## config.mk

```make
export PLATFORM = sky130hd
export DESIGN_NAME = cute_key_sequencer
export DESIGN_NICKNAME = d
export VERILOG_FILES = /design/src/rtl/cute_lock_pkg.sv /design/src/rtl/cute_key_table.sv /design/src/rtl/cute_key_sequencer.sv
export SDC_FILE = /design/constraint.sdc
export NUM_CORES = 1
export LEC_CHECK = 0
export CORE_AREA = 10 10 47 49
export CTS_BUF_LIST = sky130_fd_sc_hd__clkbuf_4 sky130_fd_sc_hd__clkbuf_8
export CTS_CLUSTER_DIAMETER = 200
export DETAILED_ROUTE_END_ITERATION = 16
export DIE_AREA = 0 0 57 59
export GPL_ROUTABILITY_DRIVEN = 0
export SYNTH_ARGS = -nofsm -noshare
export SYNTH_HDL_FRONTEND = slang
export SYNTH_HIERARCHICAL = 1
export SYNTH_SLANG_ARGS = --single-unit
```

## constraint.sdc

```tcl
create_clock -name clock -period 2.01 [get_ports clock]
set_input_delay 0.402 -clock clock [delete_from_list [all_inputs] [get_ports clock]]
set_output_delay 0.402 -clock clock [all_outputs]
set_load 0.05 [all_outputs]
```

## src/rtl/cute_lock_pkg.sv

```systemverilog
// Shared types and helpers for the Cute-Lock key sequencer.
//   seq_state_t : sequencer FSM states
//   cnt_width() : counter width for a given number of values, never below 1
//   KEY_ZERO    : idle key bit, replicated to the key bus width by users
package cute_lock_pkg;

  typedef enum logic [1:0] {
    LOAD  = 2'd0,
    ARMED = 2'd1,
    RUN   = 2'd2
  } seq_state_t;

  localparam logic KEY_ZERO = 1'b0;

  function automatic int cnt_width(input int n);
    return (n > 1) ? $clog2(n) : 1;
  endfunction

endpackage

```

## src/rtl/cute_key_table.sv

```systemverilog
// Key schedule storage: NUM_STATES entries of KEY_BITS each.
// Serial bits enter at the top of a flat shift register, so after
// NUM_STATES*KEY_BITS shifts bit i of the stream sits at flat position i,
// which is entry i / KEY_BITS, bit i % KEY_BITS.
// Ports:
//   clock, reset : clock and synchronous active-high reset
//   clr          : synchronous clear of the whole table
//   shift_en     : shift shift_in into the table this cycle
//   shift_in     : serial key bit
//   rd_idx       : entry index for the read port
//   rd_data      : entry contents (combinational)
module cute_key_table #(
  parameter int KEY_BITS   = 1,
  parameter int NUM_STATES = 2,
  parameter int CNT_W      = 1
) (
  input  logic                clock,
  input  logic                reset,
  input  logic                clr,
  input  logic                shift_en,
  input  logic                shift_in,
  input  logic [CNT_W-1:0]    rd_idx,
  output logic [KEY_BITS-1:0] rd_data
);

  localparam int TOTAL = NUM_STATES * KEY_BITS;

  logic [TOTAL-1:0] tbl_q, tbl_d;

  always_comb begin
    tbl_d = tbl_q;
    if (clr) begin
      tbl_d = '0;
    end else if (shift_en) begin
      tbl_d            = tbl_q >> 1;
      tbl_d[TOTAL-1]   = shift_in;
    end
  end

  always_ff @(posedge clock) begin
    if (reset) tbl_q <= '0;
    else       tbl_q <= tbl_d;
  end

  always_comb begin
    rd_data = '0;
    for (int e = 0; e < NUM_STATES; e++) begin
      if (rd_idx == CNT_W'(e)) rd_data = tbl_q[e*KEY_BITS +: KEY_BITS];
    end
  end

endmodule

```

## src/rtl/cute_key_sequencer.sv

```systemverilog
// Replays a serially loaded key schedule onto a Cute-Lock core's key bus,
// one entry per cycle, in lock-step with the core's state counter.
//
//   state | meaning
//   LOAD  | accepting serial key bits, load_ready high
//   ARMED | schedule complete, key bus held at zero, waiting for start
//   RUN   | key_out = table[count_state], count wraps at NUM_STATES-1
//
// Ports:
//   clock, reset          : clock and synchronous active-high reset
//   load_valid/data/ready : serial key provisioning handshake
//   start, stop, clear    : replay control (priority clear > stop > start)
//   key_out               : key applied to the locked core (registered)
//   count_state           : current schedule index (registered)
//   running, armed        : status flags (registered)
module cute_key_sequencer
  import cute_lock_pkg::*;
#(
  parameter int KEY_BITS   = 1,
  parameter int NUM_STATES = 2,
  parameter int CNT_W      = cnt_width(NUM_STATES)
) (
  input  logic                clock,
  input  logic                reset,
  input  logic                load_valid,
  input  logic                load_data,
  output logic                load_ready,
  input  logic                start,
  input  logic                stop,
  input  logic                clear,
  output logic [KEY_BITS-1:0] key_out,
  output logic [CNT_W-1:0]    count_state,
  output logic                running,
  output logic                armed
);

  localparam int TOTAL = NUM_STATES * KEY_BITS;
  localparam int BIT_W = cnt_width(TOTAL);
  localparam logic [BIT_W-1:0] LAST_BIT   = BIT_W'(TOTAL - 1);
  localparam logic [CNT_W-1:0] LAST_ENTRY = CNT_W'(NUM_STATES - 1);

  seq_state_t          state_q, state_d;
  logic [BIT_W-1:0]    bit_cnt_q, bit_cnt_d;
  logic [CNT_W-1:0]    cnt_q, cnt_d;
  logic [KEY_BITS-1:0] key_q, key_d;
  logic                running_q, running_d;
  logic                armed_q, armed_d;
  logic                shift_en, tbl_clr;
  logic [KEY_BITS-1:0] rd_data;

  assign load_ready = (state_q == LOAD);

  always_comb begin
    state_d   = state_q;
    bit_cnt_d = bit_cnt_q;
    cnt_d     = '0;
    shift_en  = 1'b0;
    tbl_clr   = 1'b0;

    case (state_q)
      LOAD: begin
        if (load_valid) begin
          shift_en = 1'b1;
          if (bit_cnt_q == LAST_BIT) begin
            bit_cnt_d = '0;
            state_d   = ARMED;
          end else begin
            bit_cnt_d = bit_cnt_q + 1'b1;
          end
        end
      end
      ARMED: begin
        if (!stop && start) state_d = RUN;
      end
      RUN: begin
        if (stop) state_d = ARMED;
        else      cnt_d   = (cnt_q == LAST_ENTRY) ? '0 : cnt_q + 1'b1;
      end
      default: state_d = LOAD;
    endcase

    if (clear) begin
      state_d   = LOAD;
      bit_cnt_d = '0;
      cnt_d     = '0;
      shift_en  = 1'b0;
      tbl_clr   = 1'b1;
    end

    // Key is looked up with the next index so it lands together with count_state.
    key_d     = (state_d == RUN) ? rd_data : {KEY_BITS{KEY_ZERO}};
    running_d = (state_d == RUN);
    armed_d   = (state_d == ARMED);
  end

  always_ff @(posedge clock) begin
    if (reset) begin
      state_q   <= LOAD;
      bit_cnt_q <= '0;
      cnt_q     <= '0;
      key_q     <= '0;
      running_q <= 1'b0;
      armed_q   <= 1'b0;
    end else begin
      state_q   <= state_d;
      bit_cnt_q <= bit_cnt_d;
      cnt_q     <= cnt_d;
      key_q     <= key_d;
      running_q <= running_d;
      armed_q   <= armed_d;
    end
  end

  cute_key_table #(
    .KEY_BITS  (KEY_BITS),
    .NUM_STATES(NUM_STATES),
    .CNT_W     (CNT_W)
  ) u_table (
    .clock   (clock),
    .reset   (reset),
    .clr     (tbl_clr),
    .shift_en(shift_en),
    .shift_in(load_data),
    .rd_idx  (cnt_d),
    .rd_data (rd_data)
  );

  assign key_out     = key_q;
  assign count_state = cnt_q;
  assign running     = running_q;
  assign armed       = armed_q;

endmodule

```

* Word level (Yosys, flattened, before mapping) *
Index checks and enable logic that the tools add are counted.

storage, ports and cells
  flip-flop bits (word level) = 9
  input bits = 7
  output and inout bits = 5
  word-level logic and storage cells = 37

cells by class
  $add $sub $neg = 2
  equality and inequality tests = 4
  mux-type cells = 16
  bitwise logic cells = 1
  reductions and logical operators = 7

operator list
  operator             number
  $mux 1               10
  $mux 2               5
  $pmux 2 s3           1
  $reduce_or 2->1      3
  $eq 2x1->1 const B   2
  $eq 2x2->1 const B   2
  $add 1x1->1 const B  2
  $logic_not 2->1      1
  $reduce_and 2->1     1
  $logic_and 1x1->1    1
  $logic_not 1->1      1
  $not 1->1            1

* Depth between registers and ports, before layout *
  depth in word-level cells = 8
  gate-level depth with buffers = 4
  gate-level depth less buffers = 4

* Modules after synthesis *
The synthesis kept the hierarchy.

modules (own cells, without submodules)
  module              instances  cells an instance  area each (um^2)  seq. area each (um^2)
  cute_key_sequencer  1          25                 297.8             140.1
  cute_key_table      1          7                  81.3              40.0

* Least setup slack after synthesis *
OpenSTA, ideal clock, no wires.

  kind = reg-to-reg
  from = reg cnt_q (netlist: count_state)
  to = reg key_q (netlist: key_out)
  setup time = 0.115 ns
  arrival = 1.279 ns
  slack = 0.616 ns
  cell stages (with the launch flop) = 4
  buffers on the path = 0
  path through = dfxtp_1 -> nor4_1 -> mux2_2 -> and2_1

between the ends
  longest elaborated chain between the ends = 6

RTL lines
  what                    RTL line                   RTL
  from (decl)             cute_key_sequencer.sv:44   logic [CNT_W-1:0] cnt_q, cnt_d;
  from (signal assigned)  cute_key_sequencer.sv:107  cnt_q <= cnt_d;
  $add 1x1->1             cute_key_sequencer.sv:77   else cnt_d = (cnt_q == LAST_ENTRY) ? '0 : cnt_q + 1'b1;
  $mux 1 (*)              cute_key_sequencer.sv:77
  $mux 1 (*)              cute_key_sequencer.sv:76   if (stop) state_d = ARMED;
  $mux 1 (*)              cute_key_sequencer.sv:60   case (state_q)
  $mux 1 (*)              cute_key_sequencer.sv:82   if (clear) begin
  net cnt_d               cute_key_sequencer.sv:44
  $mux 1 (*)              cute_key_table.sv:48       if (rd_idx == CNT_W'(e)) rd_data = tbl_q[e*KEY_BITS +: KEY_BITS];
  net rd_data             cute_key_sequencer.sv:49   logic [KEY_BITS-1:0] rd_data;
  to (signal assigned)    cute_key_sequencer.sv:108  key_q <= key_d;
  to (decl)               cute_key_sequencer.sv:45   logic [KEY_BITS-1:0] key_q, key_d;

The timed path passes the listed nets; every way through them passes the cells marked *.
A chain may end at the register's enable or synchronous reset.

* Worst setup path in the final report *
  from = reg cnt_q (netlist: count_state)
  to = out count_state

RTL lines
  what       RTL line                  RTL
  to (decl)  cute_key_sequencer.sv:32  output logic [CNT_W-1:0] count_state,

No word-level cell between the ends.

==> impl_metrics.ini <==
[outcome]
status = completed

[global_routing]
first_global_vias = 327
track_usage_pct = 5.19
antenna_violations_before_repair = 0
grt_remaining_overflow = 0
grt_max_degree = 9
grt_pass1_wl_um = 1390

[setup_path]
cpMaxStageDelayCell = clkdlybuf4s50_1
crit_fanout = 2
r2r.worst_path.cells = 4
critical_path.max_stage_delay_ns = 0.80
worst-path-stages = 1
setup.worst_path.start_class = register
end_kind = primary output
arrival_ns = 1.38
worstSetupStartpoint = count_state
rr_startpoint = state_q[0]
r2r_end = key_out
critPathKind = reg -> out
path_cells = clkdlybuf4s50_1
timing.reg2reg.setup_slack_ns = 0.49
critical_path_required_ns = 1.61
critPathTopFamily = buffers and inverters
critical_path.n_buffers_inverters = 1

[sta]
rsz0062_at_grt = false
final-hold-violation-count = 0
timing.final.max_slew_violations = 0
layout_min_cycle_time_ns = 1.79
min_period_over_period_pct = 88.9
skew_final_ns = 0.00180
maxSlewHeadroom_pct = 66.1
tightest_slew_ns = 0.507
setup_viol = 0
maxClockFrequency_mhz = 560
setup_tns_ns = 0

[synth]
syn_area_um2 = 379
synth_sequential_area_ratio_pct = 47.5
yosys_warnings = 6
post_synth_num_cell_types = 17
avgSynthCellArea_um2 = 11.8
synthesis.nets = 39
synth_cells = 32
synth_seq_cells = 9

[cells_and_area]
instances_no_fill = 65
layout.cell_area.non_filler_um2 = 552
nNetsFinal = 57
fillerInstances = 154
area_delta_synth_final_pct = 45.5
antenna_cells = 0
final_layout_size_suffix_gt1_share_pct = 24.5

[worst_hold_path]
hold-path-endpoint = u_table/tbl_q[0]
min-delay-path-class = reg -> reg
min_delay_path_depth = 2
min_from = u_table/tbl_q[0]

[clock_tree]
clock_tree_from_tritoncts = built
h-tree-depth = 1
clk_transition_reported_paths_ns = 0.06
numClockSinks = 9
worst_skew_pair.late_latency_ns = 0.25
hold_buffers = 0
postCtsSetupBuffers = 0
tritoncts.num_buffers = 3
count_of_cells_resized_by_post_cts_repair = 0
clockBufferDepth = 2
cts_root_buf = clkbuf_4

[drt]
detail_route.wl_per_cell_um = 12.1
routed_wl_um = 787
vias_per_cell = 4.62
drc_errors = 0
via_count = 300
drt-pass1-iter-count = 2
ant_nets = 0
drt_first_iter_violations = 4

[floorplan]
floorplan.initialDensity_pct = 27.1
io-pin-count = 12
die_height_um = 59
width_of_the_chip_um = 57
floorplan.rows = 14
core-area_mm2 = 0.00140
design.die.area_mm2 = 0.00336

[place]
placed_area_um2 = 522
placement.io_buffers = 11
dp_cells = 61
place.detailed.hpwl_um = 619

[flow_run]
max_cap_viol_count = 0

[pwr]
total_leakage_power_nw = 0.199
vdd_drop_max_mv = 0.278
cellPowerDensity_mw_per_mm2 = 676
totalPowerFinal_mw = 0.373
state kept, by name, indices dropped and copies added, names as in the netlist:
| register | flops |
|---|---|
| u_table/tbl_q | 2 |
| count_state | 1 |
| armed | 1 |
| bit_cnt_q | 1 |
| state_q | 2 |
| key_out | 1 |
| running | 1 |
worst register-to-register path, stage by stage (launching register included):
cell      delay (ns)
dfxtp_1         0.38
nand2b_2        0.25
nor4_1          0.28
mux2_2          0.38
and2_1          0.13
report_power, final:
part | internal (mW) | switching, mW | leakage, nW
registers | 0.181 | 0.00205 | 0.0727
logic | 0.0207 | 0.0175 | 0.108
clock network | 0.0900 | 0.0623 | 0.0184
total | 0.291 | 0.0818 | 0.199
area by class of cell:
| class | instances | area [um^2] | area share [%] |
|---|---|---|---|
| Clock buffer | 4 | 30.0 | 5.44 |
| Tap cell | 16 | 20.0 | 3.63 |
| Sequential cell | 9 | 180 | 32.7 |
| Multi-Input combinational cell | 23 | 199 | 36.1 |
| Timing Repair Buffer | 13 | 123 | 22.2 |
cell families after synthesis:
kind of cell,count (synthesis),share of synthesized area (%)
xor+xnor,1,2.31
compound gates,5,16.5
mux,3,8.25
flops,9,47.5
simple gates,14,25.4
cell usage after synthesis:
library cell  instances  area share [%]
nor3b_1               1             2.0
mux2i_1               2             5.3
a2111oi_0             3             6.9
dfxtp_1               9              48
nor2_2                1             1.7
nor2b_1               2             3.3
nor4_1                1             1.7
a2111oi_4             1             7.3
mux2_2                1             3.0
nand2b_1              1             1.7
o2bb2ai_1             1             2.3
nor3_1                3             4.0
and2_1                1             1.7
nand3b_4              1             5.3
nand2b_2              1             2.3
nand2_1               2             2.0
xnor2_1               1             2.3
layout by cell type (no fill, tap or decap):
cell	instances
clkbuf_4	4
nor2_2	1
buf_4	3
and2_1	1
xnor2_1	1
nor2b_1	2
nor3b_1	1
nand2_1	2
o2bb2ai_1	1
nand2b_2	1
a2111oi_4	1
dfxtp_1	9
nor3_1	3
nand2b_1	1
clkdlybuf4s50_1	10
nand3b_4	1
a2111oi_0	3
nor4_1	1
mux2_2	1
mux2i_1	2
per-layer routing:
metal	wire length [um]	vias to the layer above	GRT usage, %
li1	-	156	-
met2	340	8	7.44
met1	372	136	5.49
met3	74	0	3.65
met5	0	-	0
met4	0	0	3.02
stage by stage:
| stage | utilization, % | setup WS (ns) | hold slack [ns] |
|---|---|---|---|
| global placement | 37.2 | 0.176 | 0.513 |
| detailed placement | 37.2 | 0.169 | 0.517 |
| CTS | 39.4 | 0.204 | 0.526 |
| global route | 39.4 | 0.183 | 0.546 |
| floorplan | - | 0.616 | 0.468 |
| finish | 39.4 | 0.224 | 0.520 |
how the worst max path moves through the flow:
| stage | endpoint | slack (ns) |
|---|---|---|
| floorplan | key_out | 0.62 |
| global placement | u_table/tbl_q[0] | 0.18 |
| detailed placement | u_table/tbl_q[1] | 0.17 |
| CTS | count_state | 0.20 |
| global route | count_state | 0.18 |
| finish | count_state | 0.22 |
(Power assumes the default switching activity.)
